File: src/rtl/vga_sync_to_count_lock_if.sv
// Sync-in / timing-out bundle for vga_sync_to_count_lock.
// The master side is the sync source and pixel consumer; the slave side is the decoder.
interface vga_sync_to_count_lock_if;
  logic       i_HSync;
  logic       i_VSync;
  logic       o_HSync;
  logic       o_VSync;
  logic [9:0] o_Col_Count;
  logic [9:0] o_Row_Count;
  logic       o_Frame_Start;
  logic       o_Locked;
  logic       o_Err;

  modport master (
    output i_HSync, i_VSync,
    input  o_HSync, o_VSync, o_Col_Count, o_Row_Count,
    input  o_Frame_Start, o_Locked, o_Err
  );

  modport slave (
    input  i_HSync, i_VSync,
    output o_HSync, o_VSync, o_Col_Count, o_Row_Count,
    output o_Frame_Start, o_Locked, o_Err
  );
endinterface

File: src/rtl/vga_sync_to_count_lock.sv
// Recovers column/row counts from an active-high HSync/VSync pair, aligned to the
// one-cycle-delayed syncs, and reports lock once frame geometry repeats correctly.
module vga_sync_to_count_lock #(
  parameter int TOTAL_COLS  = 800,
  parameter int TOTAL_ROWS  = 525,
  parameter int LOCK_FRAMES = 2
) (
  input logic                     i_Clk,
  input logic                     Reset,
  vga_sync_to_count_lock_if.slave bus
);

  localparam logic [9:0] LAST_COL = 10'(TOTAL_COLS - 1);
  localparam logic [9:0] LAST_ROW = 10'(TOTAL_ROWS - 1);
  localparam logic [3:0] GOOD_MAX = 4'(LOCK_FRAMES);

  logic       hsync_q, vsync_q;
  logic [9:0] col_q, col_d;
  logic [9:0] row_q, row_d;
  logic       seen_q, seen_d;
  logic [3:0] good_q, good_d;
  logic       fs_q;
  logic       locked_q, locked_d;
  logic       err_q, err_d;
  logic       v_rise, h_rise;

  assign v_rise = bus.i_VSync & ~vsync_q;
  assign h_rise = bus.i_HSync & ~hsync_q;

  always_comb begin
    col_d  = col_q;
    row_d  = row_q;
    seen_d = seen_q;
    good_d = good_q;
    err_d  = 1'b0;

    if (v_rise) begin
      col_d  = '0;
      row_d  = '0;
      seen_d = 1'b1;
      if (seen_q) begin
        if (col_q == LAST_COL && row_q == LAST_ROW) begin
          if (good_q < GOOD_MAX) good_d = good_q + 4'd1;
        end else begin
          err_d = 1'b1;
        end
      end
    end else if (seen_q) begin
      if (h_rise || col_q == LAST_COL) begin
        col_d = '0;
        if (h_rise && col_q != LAST_COL) err_d = 1'b1;
        // Running off the last row without a VSync rise means a frame start was missed,
        // whether the line ended by HSync or by the column count.
        if (row_q == LAST_ROW) begin
          row_d = '0;
          err_d = 1'b1;
        end else begin
          row_d = row_q + 10'd1;
        end
      end else begin
        col_d = col_q + 10'd1;
      end
    end

    if (err_d) good_d = '0;
    locked_d = (good_d == GOOD_MAX);
  end

  // Single stage: delayed syncs and the counts that describe them update together.
  always_ff @(posedge i_Clk or posedge Reset) begin
    if (Reset) begin
      hsync_q  <= 1'b0;
      vsync_q  <= 1'b0;
      col_q    <= '0;
      row_q    <= '0;
      seen_q   <= 1'b0;
      good_q   <= '0;
      fs_q     <= 1'b0;
      locked_q <= 1'b0;
      err_q    <= 1'b0;
    end else begin
      hsync_q  <= bus.i_HSync;
      vsync_q  <= bus.i_VSync;
      col_q    <= col_d;
      row_q    <= row_d;
      seen_q   <= seen_d;
      good_q   <= good_d;
      fs_q     <= v_rise;
      locked_q <= locked_d;
      err_q    <= err_d;
    end
  end

  assign bus.o_HSync       = hsync_q;
  assign bus.o_VSync       = vsync_q;
  assign bus.o_Col_Count   = col_q;
  assign bus.o_Row_Count   = row_q;
  assign bus.o_Frame_Start = fs_q;
  assign bus.o_Locked      = locked_q;
  assign bus.o_Err         = err_q;

endmodule

File: src/flat_wrapper.sv
// flat-port wrapper written by rule: the top's interface ports become plain ports
module vga_sync_to_count_lock_flat 
#(
  parameter int TOTAL_COLS  = 800,
  parameter int TOTAL_ROWS  = 525,
  parameter int LOCK_FRAMES = 2
)
  (i_Clk, Reset, bus_i_HSync, bus_i_VSync, bus_o_HSync, bus_o_VSync, bus_o_Col_Count, bus_o_Row_Count, bus_o_Frame_Start, bus_o_Locked, bus_o_Err);
  vga_sync_to_count_lock_if bus_i ();
  input logic i_Clk;
  input logic Reset;
  input wire logic [$bits(bus_i.i_HSync)-1:0] bus_i_HSync;
  input wire logic [$bits(bus_i.i_VSync)-1:0] bus_i_VSync;
  output wire logic [$bits(bus_i.o_HSync)-1:0] bus_o_HSync;
  output wire logic [$bits(bus_i.o_VSync)-1:0] bus_o_VSync;
  output wire logic [$bits(bus_i.o_Col_Count)-1:0] bus_o_Col_Count;
  output wire logic [$bits(bus_i.o_Row_Count)-1:0] bus_o_Row_Count;
  output wire logic [$bits(bus_i.o_Frame_Start)-1:0] bus_o_Frame_Start;
  output wire logic [$bits(bus_i.o_Locked)-1:0] bus_o_Locked;
  output wire logic [$bits(bus_i.o_Err)-1:0] bus_o_Err;
  assign bus_i.i_HSync = bus_i_HSync;
  assign bus_i.i_VSync = bus_i_VSync;
  assign bus_o_HSync = bus_i.o_HSync;
  assign bus_o_VSync = bus_i.o_VSync;
  assign bus_o_Col_Count = bus_i.o_Col_Count;
  assign bus_o_Row_Count = bus_i.o_Row_Count;
  assign bus_o_Frame_Start = bus_i.o_Frame_Start;
  assign bus_o_Locked = bus_i.o_Locked;
  assign bus_o_Err = bus_i.o_Err;
  vga_sync_to_count_lock #(.TOTAL_COLS(TOTAL_COLS), .TOTAL_ROWS(TOTAL_ROWS), .LOCK_FRAMES(LOCK_FRAMES)) u_core (.i_Clk(i_Clk), .Reset(Reset), .bus(bus_i));
endmodule
File: config.mk
export PLATFORM = sky130hd
export DESIGN_NAME = vga_sync_to_count_lock_flat
export DESIGN_NICKNAME = d
export VERILOG_FILES = /design/src/rtl/vga_sync_to_count_lock_if.sv /design/src/rtl/vga_sync_to_count_lock.sv /design/src/flat_wrapper.sv
export SDC_FILE = /design/constraint.sdc
export NUM_CORES = 1
export LEC_CHECK = 0
export BUFFER_PORTS_ARGS = -buffer_cell sky130_fd_sc_hd__buf_2
export CORE_MARGIN = 1
export CORE_UTILIZATION = 54
export CTS_CLUSTER_SIZE = 28
export DETAILED_ROUTE_END_ITERATION = 10
export PLACE_DENSITY = 0.78
export SYNTH_ARGS = -nofsm -noshare
export SYNTH_HDL_FRONTEND = slang
export SYNTH_SLANG_ARGS = --single-unit
File: constraint.sdc
create_clock -name i_Clk -period 2.4 [get_ports i_Clk]
set_input_delay 0.12 -clock i_Clk [delete_from_list [all_inputs] [get_ports i_Clk]]
set_output_delay 0.12 -clock i_Clk [all_outputs]
set_load 0.05 [all_outputs]
==> impl_metrics.toml <==
[clock_network]
ctsHtreeMaxLevel = 2
cts_tree = "done"
clk_latency_ns = 0.33
cts_sinks = 30
cts_buffers = 5
clk_pin_slew_ns = 0.09
clock-root-buffer = "clkbuf_4"
clock_path_buffers = 2

[placement]
gp_congestion = 0.862
hpwlAfterDp_mm = 2.20
port_buffers = 28
preCtsSetupSlack_ns = 0.227

[logic_synthesis]
async_reset_ff_share_pct = 100
syn-num-nets = 158
synth_edf_count = 0
syn_avg_cell_area_um2 = 9.96
synthTopCellsByArea = "dfrtp_1 (50%), nor2_1 (3.8%), ha_1 (3.4%)"
netlist_top_cells_count = "dfrtp_1 (30), nor2_1 (15), nand2_1 (10)"
synth_seq_cells = 30
netlist_instances = 150
synth_warnings = 0
synth_top_area_share_pct = 50.3
synth_top_cell_by_area = "dfrtp_1"
synth_ff_type = "dfrtp_1"
yosysSeqAreaShare_pct = 50.3
synth_area_um2 = 1490
ys_types = 37
synth.most_common_cell = "dfrtp_1"

[critical_path]
cp.arrival_ns = 2.43
crit_family = "simple AND/OR/NAND/NOR gates"
worstSetupPathType = "register to register"
critPathBufInv = 0
crit_slowest_cell = "or3_1"
cp_slowest_stage_delay_ns = 0.51
cp.depth = 6
crit_path_start = "u_core.bus.o_Col_Count[0]"
crit_fanout = 8
r2r_cells = 6
r2r_end = "u_core.bus.o_Row_Count[5]"
path_cells = "ha_1 -> nand4b_1 -> o41a_1 -> or3_1 -> nor4_1 -> a21o_1"
cp-end-kind = "register"
reg2reg_slack_ns = 0.24
reg2reg_from = "u_core.bus.o_Col_Count[0]"
cp-start-kind = "register"
required_ns = 2.67
endpoint = "u_core.bus.o_Row_Count[5]"

[final_layout]
seqCellArea_um2 = 751
multi_input_area_um2 = 707
final_nets = 196
postLayoutCoreUtil_pct = 69.9
area_delta_synth_final_pct = 19.0
final_layout_size_suffix_gt1_share_pct = 24.3
diodes = 0
nFillCells = 199

[die]
start_util_pct = 58.7
die_w_um = 54.6
core-area_um2 = 2540
die-area_um2 = 2980
dieHeight_um = 54.6
pin_count = 29
std_cell_rows = 18

[grt]
grt_overflow_total = 0
grt_pass1_wl_mm = 4.85
grt_max_degree = 31
grt_pass1_vias = 1069
track_usage_pct = 23.9
antenna_found_initial = 0

[flow_run]
timing.max_cap.violations = 0

[routing]
viasPerCell = 5.77
postRouteWirelength_mm = 3.07
ant_nets = 0
drc = 0
wl_per_cell_um = 14.0
drt_iter0_drc = 33
drt_first_pass_iters = 4
vias = 1263

[sta]
period_share_pct = 90.1
finalSetupViolations = 0
finalSetupTns_ns = 0
worst_pin_slew_ns = 0.756
clock_skew_ns = 0.00504
relSlewSlack_pct = 49.6
rsz0062_at_grt = "no"
fmax_mhz = 462
slew_viol_final = 0
hold_viol = 0
fin_ws_ns = 0.237
finalCriticalPeriod_ns = 2.16

[worst_hold_path]
min_path_type = "primary input to async pin"

[power]
p_leak_nw = 0.831
vdd_drop_max_mv = 0.536
power_density_nw_per_um2 = 618

[outcome]
status = "finished clean"
## worst min path at each step
stage	start	depth (start not counted)	to
6_report	Reset	4	u_core.good_q[1]
5_1_grt	Reset	4	u_core.good_q[2]
4_1_cts	Reset	4	u_core.good_q[1]
3_5_place_dp	Reset	3	u_core.good_q[1]
3_3_place_gp	Reset	3	u_core.bus.o_Row_Count[9]
2_1_floorplan	bus_i_HSync	0	u_core.bus.o_HSync
## area by class of cell
cell class / count / area share [%]
timing repair buffer: 34 / 10.8
multi-input combinational: 109 / 39.8
inverter: 8 / 1.69
clock buffer: 7 / 3.10
clock inverter: 1 / 0.281
sequential: 30 / 42.2
tap: 30 / 2.11
## routing by layer
metal | vias to the layer above | global-route usage [%] | wire length (um)
met5 | - | 0 | 0
li1 | 617 | - | -
met2 | 29 | 37.6 | 1500
met4 | 0 | 8.97 | 43
met3 | 4 | 8.33 | 113
met1 | 613 | 30.1 | 1400
## placed cells by master, fill, tap and decap left out, types with 2 or more instances in the layout
cell | netlist | final
a21o_1 | 2 | 2
a21oi_1 | 7 | 7
buf_2 | 1 | 28
buf_4 | 0 | 3
clkbuf_4 | 0 | 5
dfrtp_1 | 30 | 30
dlygate4sd3_1 | 0 | 3
ha_1 | 4 | 4
inv_1 | 6 | 6
inv_2 | 2 | 2
nand2_1 | 10 | 10
nand2b_1 | 5 | 5
nand3_1 | 8 | 8
nand4_1 | 3 | 3
nand4b_1 | 2 | 2
nor2_1 | 15 | 15
nor2b_1 | 4 | 4
nor3_1 | 2 | 2
nor4_1 | 3 | 2
o21ai_0 | 8 | 8
o21ai_1 | 4 | 4
o31ai_1 | 5 | 5
or3_1 | 4 | 4
xnor2_1 | 4 | 4
xor2_1 | 5 | 5
## where the power goes
part,switching (mW),internal [mW]
logic,0.162,0.0611
clock network,0.169,0.142
registers,0.0361,0.530
## state kept, by name, indices dropped and copies added (netlist names)
signal and count:
u_core.bus.o_Col_Count 10, u_core.bus.o_Err 1, u_core.bus.o_Frame_Start 1, u_core.bus.o_HSync 1
u_core.bus.o_Locked 1, u_core.bus.o_Row_Count 10, u_core.bus.o_VSync 1, u_core.good_q 4
u_core.seen_q 1
## tightest hold or removal path, cell delays in order
cell and delay, ns:
dlygate4sd3_1 0.53, buf_2 0.12, inv_1 0.04, buf_4 0.34
## cells by family after synthesis
family / share of synthesized area, %
flip-flops: 50.3
AND/OR/NAND/NOR: 21.9
buffers and inverters: 2.85
XOR/XNOR: 5.28
AO/OA/AOI/OAI: 16.4
adder cells (fa/ha/maj): 3.35
## timing repair
| item | 4_1_cts | 5_1_grt |
|---|---|---|
| endpoints found under the setup margin | 0 | 1 |
| gates resized for setup | 0 | 1 |
| hold endpoints to repair | 32 | 0 |
| hold buffers | 3 | 0 |
| buffers inserted | 0 | 0 |
## per-stage QoR
| stage | cell area, um2 | total power [mW] | std cells | hold slack (ns) |
|---|---|---|---|---|
| 5_1_grt | 1780 | 1.15 | 219 | 0.433 |
| 3_3_place_gp | 1680 | 0.786 | 208 | 0.205 |
| 4_1_cts | 1770 | 1.11 | 219 | 0.396 |
| 6_report | 1780 | 1.10 | 219 | 0.395 |
| 3_5_place_dp | 1680 | 0.795 | 208 | 0.208 |
| 2_1_floorplan | 1490 | 0.734 | 150 | 0.151 |
No activity file was read; power rests on OpenSTA's default activity.
